===== src/rtl/bdemux_4_buf_pkg.sv =====
// Shared definitions for the 4-way buffered demultiplexer: destination encodings,
// the one-hot write-enable type and a popcount helper for slot occupancy.
package bdemux_4_buf_pkg;

  localparam int WIDTH_DEFAULT = 16;
  localparam int NUM_DEST      = 4;

  localparam logic [1:0] DEST_A = 2'd0;
  localparam logic [1:0] DEST_B = 2'd1;
  localparam logic [1:0] DEST_C = 2'd2;
  localparam logic [1:0] DEST_D = 2'd3;

  typedef logic [NUM_DEST-1:0] dest_onehot_t;

  function automatic logic [2:0] popcount4(input dest_onehot_t bits);
    logic [2:0] cnt;
    cnt = 3'd0;
    for (int i = 0; i < NUM_DEST; i++) begin
      cnt = cnt + {2'b00, bits[i]};
    end
    return cnt;
  endfunction

endpackage


===== src/rtl/bdemux_4_buf_slot.sv =====
// One single-entry holding register with a valid/ready drain port.
// A write takes priority over a drain, so a slot being emptied can be refilled at the same edge.
module bdemux_slot
  import bdemux_4_buf_pkg::*;
#(
  parameter int WIDTH = WIDTH_DEFAULT
) (
  input  logic             clk,
  input  logic             rst_n,
  input  logic             wr_en,
  input  logic [WIDTH-1:0] wr_data,
  input  logic             rd_ready,
  output logic             valid,
  output logic [WIDTH-1:0] data,
  output logic             free
);

  typedef enum logic {EMPTY = 1'b0, FULL = 1'b1} slot_state_t;

  slot_state_t state;

  // Slot state machine and held word.
  always_ff @(posedge clk or negedge rst_n) begin
    if (!rst_n) begin
      state <= EMPTY;
      data  <= '0;
    end else begin
      case (state)
        EMPTY: begin
          if (wr_en) begin
            state <= FULL;
            data  <= wr_data;
          end else begin
            state <= EMPTY;
          end
        end
        FULL: begin
          if (wr_en) begin
            state <= FULL;
            data  <= wr_data;
          end else if (rd_ready) begin
            state <= EMPTY;
          end else begin
            state <= FULL;
          end
        end
        default: begin
          state <= EMPTY;
        end
      endcase
    end
  end

  assign valid = (state == FULL);
  assign free  = (state == EMPTY) | rd_ready;

endmodule


===== src/rtl/bdemux_4_buf.sv =====
// Routes one word into one of four 1-deep destination buffers (or all four on broadcast);
// each destination drains through its own valid/ready handshake.
module bdemux_4_buf
  import bdemux_4_buf_pkg::*;
#(
  parameter int WIDTH = WIDTH_DEFAULT
) (
  input  logic             clk,
  input  logic             rst_n,
  input  logic             in_valid,
  output logic             in_ready,
  input  logic [1:0]       in_sel,
  input  logic             in_bcast,
  input  logic [WIDTH-1:0] in_data,
  output logic             a_valid,
  input  logic             a_ready,
  output logic [WIDTH-1:0] a_data,
  output logic             b_valid,
  input  logic             b_ready,
  output logic [WIDTH-1:0] b_data,
  output logic             c_valid,
  input  logic             c_ready,
  output logic [WIDTH-1:0] c_data,
  output logic             d_valid,
  input  logic             d_ready,
  output logic [WIDTH-1:0] d_data,
  output logic [2:0]       occupancy
);

  dest_onehot_t     free;
  dest_onehot_t     valid;
  dest_onehot_t     ready;
  dest_onehot_t     wr_en;
  dest_onehot_t     sel_onehot;
  dest_onehot_t     next_valid;
  logic             accept;
  logic [WIDTH-1:0] data [NUM_DEST];

  assign ready = {d_ready, c_ready, b_ready, a_ready};

  // Destination decode, in_ready mux and write-enable generation.
  always_comb begin
    sel_onehot = '0;
    case (in_sel)
      DEST_A:  sel_onehot = 4'b0001;
      DEST_B:  sel_onehot = 4'b0010;
      DEST_C:  sel_onehot = 4'b0100;
      DEST_D:  sel_onehot = 4'b1000;
      default: sel_onehot = 4'b0000;
    endcase

    if (in_bcast) begin
      in_ready = &free;
    end else begin
      in_ready = |(free & sel_onehot);
    end

    accept = in_valid & in_ready;
    if (!accept) begin
      wr_en = '0;
    end else if (in_bcast) begin
      wr_en = '1;
    end else begin
      wr_en = sel_onehot;
    end

    // Valid bits as they will stand after the coming edge, so occupancy tracks them exactly.
    next_valid = wr_en | (valid & ~ready);
  end

  for (genvar i = 0; i < NUM_DEST; i++) begin : g_slot
    bdemux_slot #(.WIDTH(WIDTH)) u_slot (
      .clk      (clk),
      .rst_n    (rst_n),
      .wr_en    (wr_en[i]),
      .wr_data  (in_data),
      .rd_ready (ready[i]),
      .valid    (valid[i]),
      .data     (data[i]),
      .free     (free[i])
    );
  end

  // Registered count of occupied slots.
  always_ff @(posedge clk or negedge rst_n) begin
    if (!rst_n) begin
      occupancy <= 3'd0;
    end else begin
      occupancy <= popcount4(next_valid);
    end
  end

  assign a_valid = valid[0];
  assign b_valid = valid[1];
  assign c_valid = valid[2];
  assign d_valid = valid[3];
  assign a_data  = data[0];
  assign b_data  = data[1];
  assign c_data  = data[2];
  assign d_data  = data[3];

endmodule


===== config.mk =====
export PLATFORM = sky130hd
export DESIGN_NAME = bdemux_4_buf
export DESIGN_NICKNAME = d
export VERILOG_FILES = /design/src/rtl/bdemux_4_buf_pkg.sv /design/src/rtl/bdemux_4_buf_slot.sv /design/src/rtl/bdemux_4_buf.sv
export SDC_FILE = /design/constraint.sdc
export NUM_CORES = 1
export LEC_CHECK = 0
export ABC_AREA = 1
export CORE_AREA = 4 4 87 89
export CTS_BUF_LIST = sky130_fd_sc_hd__clkbuf_2
export DETAILED_ROUTE_END_ITERATION = 16
export DIE_AREA = 0 0 91 93
export GPL_TIMING_DRIVEN = 0
export PLACE_DENSITY = 0.83
export SETUP_SLACK_MARGIN = 0.4
export SYNTH_ARGS = -nofsm -noshare
export SYNTH_HDL_FRONTEND = slang
export SYNTH_SLANG_ARGS = --single-unit
export TNS_END_PERCENT = 50

===== constraint.sdc =====
create_clock -name clk -period 3.2 [get_ports clk]
set_clock_uncertainty 0.2 [all_clocks]
set_input_delay 0.64 -clock clk [delete_from_list [all_inputs] [get_ports clk]]
set_output_delay 0.64 -clock clk [all_outputs]
set_load 0.02 [all_outputs]

# ---- Word-level counts from Yosys, hierarchy flattened
# Cells that the tools add are included.
dict set report totals {
  wordCells 55
  regBits 71
  out_inout_bits 72
  inputBits 26
}
dict set report classes {
  n_reduce_logical 3
  bitwise 13
  mux 24
  add_sub_neg 3
  eq_ne 3
}
# cell n
set op_table {}
lappend op_table {{16-bit 2-to-1 mux} 4}
lappend op_table {{4-bit one-hot mux with 4 select lines} 1}
lappend op_table {{1-bit 2-to-1 mux} 13}
lappend op_table {{4-bit bitwise AND} 2}
lappend op_table {{4-bit 2-to-1 mux} 2}
lappend op_table {{1-bit one-hot mux with 2 select lines} 4}
lappend op_table {{2-bit equality test (second input constant)} 2}
lappend op_table {{1-bit inverter} 4}
lappend op_table {{4-bit inverter} 1}
lappend op_table {{1-bit OR} 4}
lappend op_table {{4-bit OR} 1}
lappend op_table {{4-bit AND reduction} 1}
lappend op_table {{4-bit OR reduction} 1}
lappend op_table {{2-bit by 1-bit adder with 3-bit output} 1}
lappend op_table {{3-bit by 1-bit adder with 3-bit output} 1}
lappend op_table {{1-bit by 1-bit adder with 2-bit output} 1}
lappend op_table {{2-bit by 1-bit equality test with 1-bit output (second input constant)} 1}
lappend op_table {{2-bit logical NOT} 1}
lappend op_table {{1-bit bitwise AND} 1}

# ---- Longest topological paths before layout
# Gate-level depths: netlist of run 1.
dict set report logic_depth {
  ltp_word 11
  depth_mapped 13
  depth_no_buf 11
}

# ---- By module
# A second synthesis of run 1 with hierarchy kept.
dict set report hier_totals {
  cells_unflattened 333
  hier_area_um2 3000.4
}
# module area_each_um2 cells_per_inst instances seq_area_each_um2
set by_module_without_submodules {}
lappend by_module_without_submodules {bdemux_slot 675.6 72 4 425.4}
lappend by_module_without_submodules {bdemux_4_buf 297.8 45 1 75.1}

# ---- Worst setup path after synthesis of run 1
# OpenSTA, ideal clock, no wires.
dict set report synth_timing {
  kind {in2reg}
  startpoint {in in_sel[0]}
  endpoint {reg occupancy[1]}
  setup_ns 0.126
  path_buffers 2
  cell_stages 13
  t_required_ns 2.874
  arrival_time_ns 2.494
  setup_slack_ns 0.380
  cell_sequence {buf_4 -> nand2_1 -> inv_1 -> nand2_1 -> nand2_1 -> inv_1 -> nand3_4 -> nand4_4 -> buf_6 -> nand2_1 -> fa_1 -> ha_1 -> ha_1}
}
dict set report synth_via {
  elab_chain_len 11
  elab_cells_between_ends 15
}
# element line_no
set synth_rtl {}
lappend synth_rtl {{from (decl)} bdemux_4_buf.sv:12} ;# input logic [1:0] in_sel,
lappend synth_rtl {{2-bit equality test (tied with other cells)} bdemux_4_buf.sv:44} ;# case (in_sel)
lappend synth_rtl {{4-bit one-hot mux with 4 select lines *} bdemux_4_buf.sv:44}
lappend synth_rtl {{4-bit bitwise AND} bdemux_4_buf.sv:55} ;# in_ready = |(free & sel_onehot);
lappend synth_rtl {{4-bit OR reduction} bdemux_4_buf.sv:55}
lappend synth_rtl {{1-bit 2-to-1 mux} bdemux_4_buf.sv:52} ;# if (in_bcast) begin
lappend synth_rtl {{1-bit bitwise AND} bdemux_4_buf.sv:58} ;# accept = in_valid & in_ready;
lappend synth_rtl {{4-bit 2-to-1 mux *} bdemux_4_buf.sv:59} ;# if (!accept) begin
lappend synth_rtl {{4-bit OR *} bdemux_4_buf.sv:68} ;# next_valid = wr_en | (valid & ~ready);
lappend synth_rtl {{1-bit by 1-bit adder with 2-bit output} bdemux_4_buf_pkg.sv:19} ;# cnt = cnt + {2'b00, bits[i]};
lappend synth_rtl {{2-bit by 1-bit adder with 3-bit output} bdemux_4_buf_pkg.sv:19}
lappend synth_rtl {{3-bit by 1-bit adder with 3-bit output *} bdemux_4_buf_pkg.sv:19}
lappend synth_rtl {{to (signal assigned)} bdemux_4_buf.sv:89} ;# occupancy <= popcount4(next_valid);
lappend synth_rtl {{to (decl)} bdemux_4_buf.sv:27} ;# output logic [2:0] occupancy
# Mark *: on every way between the ends. The rest lies on a longest branch, timed or not.
# A chain may end at the register's enable or synchronous reset.

# ---- Worst setup path after layout of run 1
dict set report layout_timing {
  startpoint {in b_ready}
  endpoint {out in_ready}
}
dict set report layout_via {
  elab_chain_len 4
  elab_cells_between_ends 5
}
# element line_no
set layout_rtl {}
lappend layout_rtl {{from (decl)} bdemux_4_buf.sv:19} ;# input logic b_ready,
lappend layout_rtl {{1-bit OR *} bdemux_4_buf_slot.sv:55} ;# assign free = (state == EMPTY) | rd_ready;
lappend layout_rtl {{4-bit bitwise AND} bdemux_4_buf.sv:55}
lappend layout_rtl {{4-bit OR reduction} bdemux_4_buf.sv:55}
lappend layout_rtl {{1-bit 2-to-1 mux *} bdemux_4_buf.sv:52}
lappend layout_rtl {{to (decl)} bdemux_4_buf.sv:11} ;# output logic in_ready,
# Marked as above.

==> run_results.csv, run 1 <==
group,metric,value,unit
status,status,"complete, but fails checks",
status,violations,"hold timing",
drt,via_per_inst,5.56,
synth,synthTopCellsByArea,"dfrtp_1 55%, nand2_1 15%, nand4_1 12%",
drt,ant_nets,0,
layout,layout_commonest_cell,"nand2_1",
timing,finalSetupViolCount,0,
drt,initialDrtViolationCount,218,
placement,dpl_cell_area,4300,µm²
drt,drcViolationCount,0,
critical_path,required,2360,ps
floorplanning,fp.dieW,91,µm
critical_path,ff2ff_setup_slack,650,ps
clock_network,path_clk_slew,230,ps
clock_network,cts_tree,"yes",
critical_path,worst_r2r_path_depth,10,
synth,synth_top_area_cell,"dfrtp_1",
power,powerDensity,684,nW/µm²
floorplanning,rows,30,
timing,hold_viol,1,
timing,report.final.slew_viol_count,0,
synth,synthesis.area,3250,µm²
critical_path,path_max_fanout,6,
synth,yosysWarnings,0,
grt,grt_pass1_wl,15000,µm
floorplanning,io_pins,98,
drt,vias,3013,
timing,setup_slack,457,ps
synth,synth_cell_type_count,20,
timing,period_needed,2740,ps
timing,fin_crit_sh,0.857,
floorplanning,initial_utilization,0.481,
clock_network,clock_latency,500,ps
timing,maxSlewHeadroom,0.417,
layout,fin_nets,486,
clock_network,cts_max_level,3,
drt,wire_per_inst,17.3,µm
synth,syn_area_per_cell,9.61,µm²
floorplanning,chipHeight,93,µm
synth,seq_area_frac_synth,0.547,
floorplanning,dieArea,8460,µm²
grt,first_global_vias,3014,
critical_path,worstSetupPathType,"input port to primary output",
worst_hold_path,hold_path.class,"input port to asynchronous set/reset pin",
placement,dpl_worst_slack,-247,ps
layout,mostFrequentLayoutCells,"121 x nand2_1, 91 x clkdlybuf4s50_1, 71 x dfrtp_1",
synth,synthCells,338,
clock_network,root_buffer,"clkbuf_2",
timing,tightest_slew,875,ps
layout,fillerInstances,526,
clock_network,cts-hold-fix-buffers,0,
grt,antenna_found_initial,0,
placement,io_buffers,95,
clock_network,cts_buffers,9,
flow_run,cap_violations,0,
placement,hpwl,6710,µm
critical_path,reg2reg_to,"occupancy[1]",
critical_path,endpoint_kind,"primary output",
drt,drt_pass1_iterations,5,
timing,hold_ws,-3.81,ps
grt,grt_max_degree,72,
timing,max_freq,365,MHz
synth,synth_seq_cells,71,
clock_network,clkSinkCount,71,
layout,syn_to_final_growth,40.7,%
layout,n_antenna_cell,0,
synth,synth_top_area_frac,0.547,
critical_path,r2r-start,"g_slot[3].u_slot.valid",
grt,grt_usage,0.226,
power,power_leakage,2.26,nW
placement,globalplace.congestion,0.855,
drt,drt-total-wl,9400,µm
critical_path,arrival,1900,ps
layout,fin_area,4570,µm²
critical_path,start_kind,"input port",
timing,rsz0062_at_grt,"true",
synth,syn_nets,367,
clock_network,clock_path_buffers,2,
power,peakVddDrop,425,µV
floorplanning,coreArea,6760,µm²
layout,drive_above_1_share,0.212,
grt,overflow,0,
critical path, cell delays in order:
cell	delay (ps)
clkdlybuf4s50_1	460
inv_1	60
nand2_4	90
nand3_2	110
nand3_1	100
nand2_1	80
nand2_2	100
buf_6	130
buf_4	140
kinds of logic after synthesis:
logic type                 Yosys count  share of synthesized area
adders and majority gates            3                     0.0139
DFF                                 71                      0.547
and+or+nand+nor                    227                      0.359
buffers and inverters               32                     0.0651
AOI/OAI and AO/OA                    5                     0.0146
metrics by stage:
| step | util | TNS, ps | power (W) | std cells |
|---|---|---|---|---|
| floorplan | - | 0 | 0.00188 | 338 |
| global placement | 0.636 | -69110 | 0.00247 | 513 |
| detailed placement | 0.636 | -665 | 0.00250 | 513 |
| CTS | 0.662 | 0 | 0.00310 | 532 |
| global route | 0.676 | 0 | 0.00329 | 542 |
| finish | 0.676 | 0 | 0.00312 | 542 |
power breakdown:
| part | internal, W | switching (W) |
|---|---|---|
| sequential | 0.00111 | 0.000144 |
| combinational | 0.000589 | 0.000681 |
| clock | 0.000259 | 0.000340 |
| total | 0.00196 | 0.00117 |
area by class of cell:
| type | instances | area [µm²] | share of cell area |
|---|---|---|---|
| buffer | 24 | 188 | 0.0411 |
| clock buffer | 9 | 45.0 | 0.00986 |
| clock inverter | 7 | 96.3 | 0.0211 |
| inverter | 8 | 30.0 | 0.00657 |
| multi-input combinational | 235 | 1280 | 0.281 |
| sequential | 71 | 1780 | 0.389 |
| tap | 80 | 100 | 0.0219 |
| timing repair buffer | 108 | 1050 | 0.230 |
synthesized netlist by cell type:
cell type	count
a21oi_2	1
nand3_1	2
ha_1	2
nand2_2	27
fa_1	1
nand4_1	64
nand3_4	1
o21ai_4	1
o21ai_1	1
inv_2	2
o21ai_2	2
buf_6	10
nand4_4	4
buf_4	1
dfrtp_1	71
nor2_1	2
buf_2	10
nand2_1	127
clkbuf_1	3
inv_1	6
flip-flops by register name, summed over array words and instances, names as in the netlist:
| signal | count |
|---|---|
| g_slot.u_slot.data | 64 |
| g_slot.u_slot.valid | 4 |
| occupancy | 3 |
layer usage:
layer | track usage | vias up | routed length, µm
li1 | - | 1385 | -
met1 | 0.305 | 1441 | 3960
met2 | 0.341 | 159 | 4430
met3 | 0.0628 | 28 | 769
met4 | 0.104 | 0 | 250
met5 | 0 | - | 0
timing repair:
item                       CTS  global route
hold endpoints to repair     0             0
gates resized for setup     11             6
setup buffers                3            10
pin swaps                    2             3
gates cloned                 0             0
setup endpoints to repair    2             3
how the worst max path moves through the flow:
stage | start | to | slack (ps) | cells after the start
final | b_ready | in_ready | 460 | 9
after global routing | b_ready | occupancy[1] | 380 | 12
after CTS | in_bcast | in_ready | 400 | 8
after detailed placement | b_ready | occupancy[1] | -250 | 11
after global placement | rst_n | g_slot[1].u_slot.data[12] | -970 | 1
after floorplan | in_sel[0] | occupancy[1] | 420 | 13
Note: power is estimated with default switching activity, not from simulation.
==> run 2, diff against run 1 <==
Clock period 3.2 ns to 2.7 ns, I/O delays scaled along.
==> run_results.csv, run 2 (synthesized netlist as in run 1, its figures left out) <==
group,metric,value,unit
critical_path,arrival,2650,ps
drt,via_per_inst,5.45,
timing,hold_ws,268,ps
critical_path,worstSetupPathType,"register to register",
layout,stdcell_count,549,
timing,tightest_slew,879,ps
clock_network,path_clk_slew,200,ps
critical_path,slowest_stage,"dfrtp_1",
grt,grt_pass1_wl,15300,µm
status,status,"completed",
layout,drive_above_1_share,0.243,
floorplanning,chipHeight,93,µm
timing,period_needed,2430,ps
layout,fin_nets,493,
layout,top_register,"g_slot.u_slot.data",
clock_network,clock_latency,510,ps
drt,vias,2993,
timing,max_freq,412,MHz
placement,dpl_cell_area,4330,µm²
layout,n_antenna_cell,0,
layout,largest_register_ffs,64,
clock_network,clock_path_buffers,2,
grt,grt_max_degree,72,
clock_network,root_buffer,"clkbuf_2",
floorplanning,coreArea,6760,µm²
placement,place_inst,513,
worst_hold_path,hold_path.class,"input port to register",
floorplanning,fp.dieW,91,µm
critical_path,crit_family,"adder cells",
timing,report.final.slew_viol_count,0,
power,peakVddDrop,479,µV
floorplanning,initial_utilization,0.481,
layout,multi_input_area,1350,µm²
drt,drt_pass1_iterations,4,
critical_path,start_kind,"register",
placement,hpwl,6650,µm
grt,grt_usage,0.229,
layout,fillerInstances,510,
drt,wire_per_inst,17.1,µm
critical_path,endpoint_kind,"register",
drt,drcViolationCount,0,
grt,first_global_vias,2990,
timing,finalSetupViolCount,0,
drt,drt-total-wl,9380,µm
critical_path,crit_chain,"nand2_2 > nand2_4 > o21ai_4 > buf_4 > nand4_4 > buf_12 > nand2_4 > fa_1 > ha_2 > ha_4",
clock_network,cts_buffers,9,
layout,mostFrequentLayoutCells,"117 x nand2_1, 71 x dfrtp_1, 64 x nand4_1",
placement,io_buffers,95,
layout,syn_to_final_growth,45.9,%
critical_path,path_max_fanout,4,
power,powerDensity,762,nW/µm²
layout,layout.area.seq,1780,µm²
timing,maxSlewHeadroom,0.414,
critical_path,max_stage_delay,440,ps
clock_network,cts_tree,"yes",
drt,initialDrtViolationCount,228,
grt,overflow,0,
grt,antenna_found_initial,0,
critical_path,critPathBufInv,2,
floorplanning,io_pins,98,
placement,globalplace.congestion,0.829,
power,power_leakage,2.65,nW
critical_path,required,2920,ps
timing,fin_crit_sh,0.899,
flow_run,cap_violations,0,
clock_network,cts_max_level,3,
layout,final_util,0.701,
floorplanning,dieArea,8460,µm²
timing,rsz0062_at_grt,"true",
layout,fin_area,4740,µm²
timing,hold_viol,0,
clock_network,clkSinkCount,71,
floorplanning,rows,30,
critical_path,cpMostUsedCell,"nand2_4",
layout,layout_commonest_cell,"nand2_1",
drt,ant_nets,0,
==> run 2: routing by layer <==
metal  track usage  part of all wire
met1         0.296              0.41
met2         0.383              0.49
met4        0.0817             0.017
met5             0                 0
met3        0.0483             0.079
==> run 2: final timing paths <==
kind	start	endpoint	slack, ps	cells after the start
min in group asynchronous	rst_n	g_slot[0].u_slot.data[15]	450	2
min reg2reg	g_slot[0].u_slot.data[3]	g_slot[0].u_slot.data[3]	310	2
min	in_sel[0]	g_slot[2].u_slot.data[1]	270	4
max reg2reg	g_slot[2].u_slot.valid	occupancy[1]	270	10
max	g_slot[2].u_slot.valid	occupancy[1]	270	10
max in group asynchronous	rst_n	g_slot[3].u_slot.data[9]	1270	2
==> run 2: worst register-to-register path, delay by kind of cell, from the launching register on <==
family                     cells  cell delay (ps)
AOI/OAI and AO/OA              1              200
adders and majority gates      3              840
DFF                            1              440
and+or+nand+nor                4              370
buffers and inverters          2              310
==> run 2: what timing repair did <==
| action | 4_1_cts | 5_1_grt |
|---|---|---|
| endpoints found under the setup margin | 25 | 59 |
| buffers inserted | 17 | 2 |
| gates resized for setup | 42 | 25 |
| pin swaps | 11 | 6 |
| hold buffers | 1 | 0 |
| endpoints found under the hold margin | 71 | 0 |
==> run 2: power by group <==
group          switching [W]  total (W)  leakage, nW  internal (W)
sequential          0.000166    0.00148        0.897       0.00132
combinational       0.000822    0.00151         1.68      0.000689
clock               0.000394   0.000619       0.0729      0.000224
==> run 2: per-stage QoR <==
| stage | power, W | TNS [ps] | setup WS, ps |
|---|---|---|---|
| finish | 0.00361 | 0 | 273 |
| global route | 0.00382 | 0 | 191 |
| CTS | 0.00365 | 0 | 303 |
| detailed placement | 0.00298 | -2150 | -644 |
| global placement | 0.00294 | -101480 | -1410 |
| floorplan | 0.00224 | 0 | 89.9 |
==> run 2: area by class of cell <==
class                   instances  share of cell area
inverters                       8             0.00634
well taps                      80              0.0211
clock inverters                 6              0.0145
flip-flops and latches         71               0.375
clock buffers                  10              0.0106
plain buffers                  24              0.0431
multi-input cells             235               0.286
repair buffers                115               0.244
==> run 3, diff against run 2 <==
Settings changed: CORE_AREA 4 4 87 89 to 10 10 93 95, DIE_AREA 0 0 91 93 to 0 0 103 105.
==> run_results.csv, run 3 (synthesized netlist as in run 1, its figures left out) <==
group,metric,value,unit
critical_path,required,2960,ps
critical_path,worstSetupPathType,"register to register",
drt,routedLengthMet1,4080,µm
drt,drcViolationCount,0,
critical_path,start_kind,"register",
placement,globalplace.congestion,0.812,
placement,place_inst,513,
power,power_leakage,2.62,nW
clock_network,root_buffer,"clkbuf_2",
drt,vias,3013,
layout,stdcell_count,553,
drt,drt_pass1_iterations,4,
critical_path,path_max_fanout,3,
layout,layout_commonest_cell,"nand2_1",
timing,fin_crit_sh,0.886,
placement,io_buffers,95,
layout,top_register,"g_slot.u_slot.data",
drt,drt-total-wl,10400,µm
drt,wl_met2,5010,µm
floorplanning,coreArea,6760,µm²
floorplanning,initial_utilization,0.481,
timing,hold_viol,0,
clock_network,path_clk_slew,170,ps
timing,period_needed,2390,ps
timing,rsz0062_at_grt,"true",
floorplanning,io_pins,98,
layout,fin_area,4780,µm²
placement,dpl_cell_area,4330,µm²
power,peakVddDrop,496,µV
grt,overflow,0,
clock_network,cts_max_level,3,
critical_path,reg2reg_to,"occupancy[1]",
drt,ant_nets,0,
grt,antenna_found_initial,0,
drt,wire_per_inst,18.9,µm
drt,via_per_inst,5.45,
critical_path,arrival,2660,ps
critical_path,r2r-start,"g_slot[0].u_slot.valid",
critical_path,worst_r2r_path_depth,10,
worst_hold_path,hold_depth,4,
timing,finalSetupViolCount,0,
grt,grt_max_degree,72,
floorplanning,rows,30,
clock_network,cts_tree,"yes",
timing,maxSlewHeadroom,0.392,
floorplanning,dieArea,10800,µm²
layout,n_antenna_cell,0,
drt,initialDrtViolationCount,162,
critical_path,crit_chain,"nand2_2 > nand2_4 > o21ai_4 > buf_6 > nand4_4 > buf_6 > nand2_4 > fa_1 > ha_2 > ha_4",
clock_network,clock_latency,500,ps
layout,drive_above_1_share,0.245,
clock_network,cts_buffers,9,
floorplanning,fp.dieW,103,µm
floorplanning,chipHeight,105,µm
layout,mostFrequentLayoutCells,"116 x nand2_1, 71 x dfrtp_1, 64 x nand4_1",
layout,syn_to_final_growth,47.4,%
timing,report.final.slew_viol_count,0,
status,status,"completed",
critical_path,slowest_stage,"dfrtp_1",
timing,tightest_slew,912,ps
drt,top_layer,"met4",
critical_path,endpoint_kind,"register",
worst_hold_path,hold_path.class,"input port to register",
clock_network,clock_path_buffers,2,
critical_path,ff2ff_setup_slack,310,ps
layout,largest_register_ffs,64,
placement,hpwl,7170,µm
power,powerDensity,792,nW/µm²
grt,grt_usage,0.187,
grt,first_global_vias,3015,
power,total_power,0.00379,W
critical_path,max_stage_delay,440,ps
timing,hold_ws,246,ps
worst_hold_path,min_to,"g_slot[3].u_slot.valid",
drt,wl_met3,1110,µm
timing,max_freq,418,MHz
flow_run,cap_violations,0,
worst_hold_path,min_from,"d_ready",
layout,fin_nets,497,
clock_network,clkSinkCount,71,
grt,grt_pass1_wl,15900,µm
[run 3: cell type report]
type | count | area [µm²]
clock buffers | 9 | 45.0
clock inverters | 7 | 111
flip-flops and latches | 71 | 1780
fillers | 487 | 1970
repair buffers | 119 | 1170
inverters | 8 | 30.0
plain buffers | 24 | 204
multi-input cells | 235 | 1350
well taps | 80 | 100
[run 3: what timing repair did]
action                                  4_1_cts  5_1_grt
endpoints found under the hold margin        71        0
gates resized for setup                      43       21
pin swaps                                    14       11
endpoints found under the setup margin       31       46
hold buffers                                  1        0
setup buffers                                20        3
[run 3: stage by stage]
stage                     TNS, ps   util  setup WS (ps)
after floorplan                 0      -           89.9
after global placement    -103010  0.641          -1430
after detailed placement    -2340  0.641           -688
after CTS                       0  0.696            306
after global routing            0  0.708            226
final                           0  0.708            307
[run 3: how the worst max path moves through the flow]
stage	from	depth (start not counted)	end	slack [ps]
finish	g_slot[0].u_slot.valid	10	occupancy[1]	310
global route	g_slot[0].u_slot.valid	10	occupancy[1]	230
CTS	g_slot[3].u_slot.valid	7	in_ready	310
detailed placement	in_sel[1]	13	occupancy[1]	-690
global placement	rst_n	1	occupancy[2]	-1430
floorplan	b_ready	10	occupancy[1]	90
[run 3: report_power, final]
group	leakage (nW)	switching (W)	internal [W]
sequential	0.897	0.000154	0.00132
clock	0.0909	0.000382	0.000393
combinational	1.63	0.000854	0.000689
total	2.62	0.00139	0.00240
[run 3: worst max-delay path, delay by kind of cell, from the launching register on]
family          cells  cell delay (ps)
buf+inv             2              280
fa+ha+maj           3              870
simple gates        4              350
compound gates      1              210
flops               1              440
[run 3: per-layer routing]
| metal | global-route usage | vias to the layer above |
|---|---|---|
| met5 | 0 | - |
| met4 | 0.0815 | 0 |
| met3 | 0.0599 | 20 |
| met2 | 0.296 | 128 |
| met1 | 0.226 | 1463 |
| li1 | - | 1402 |
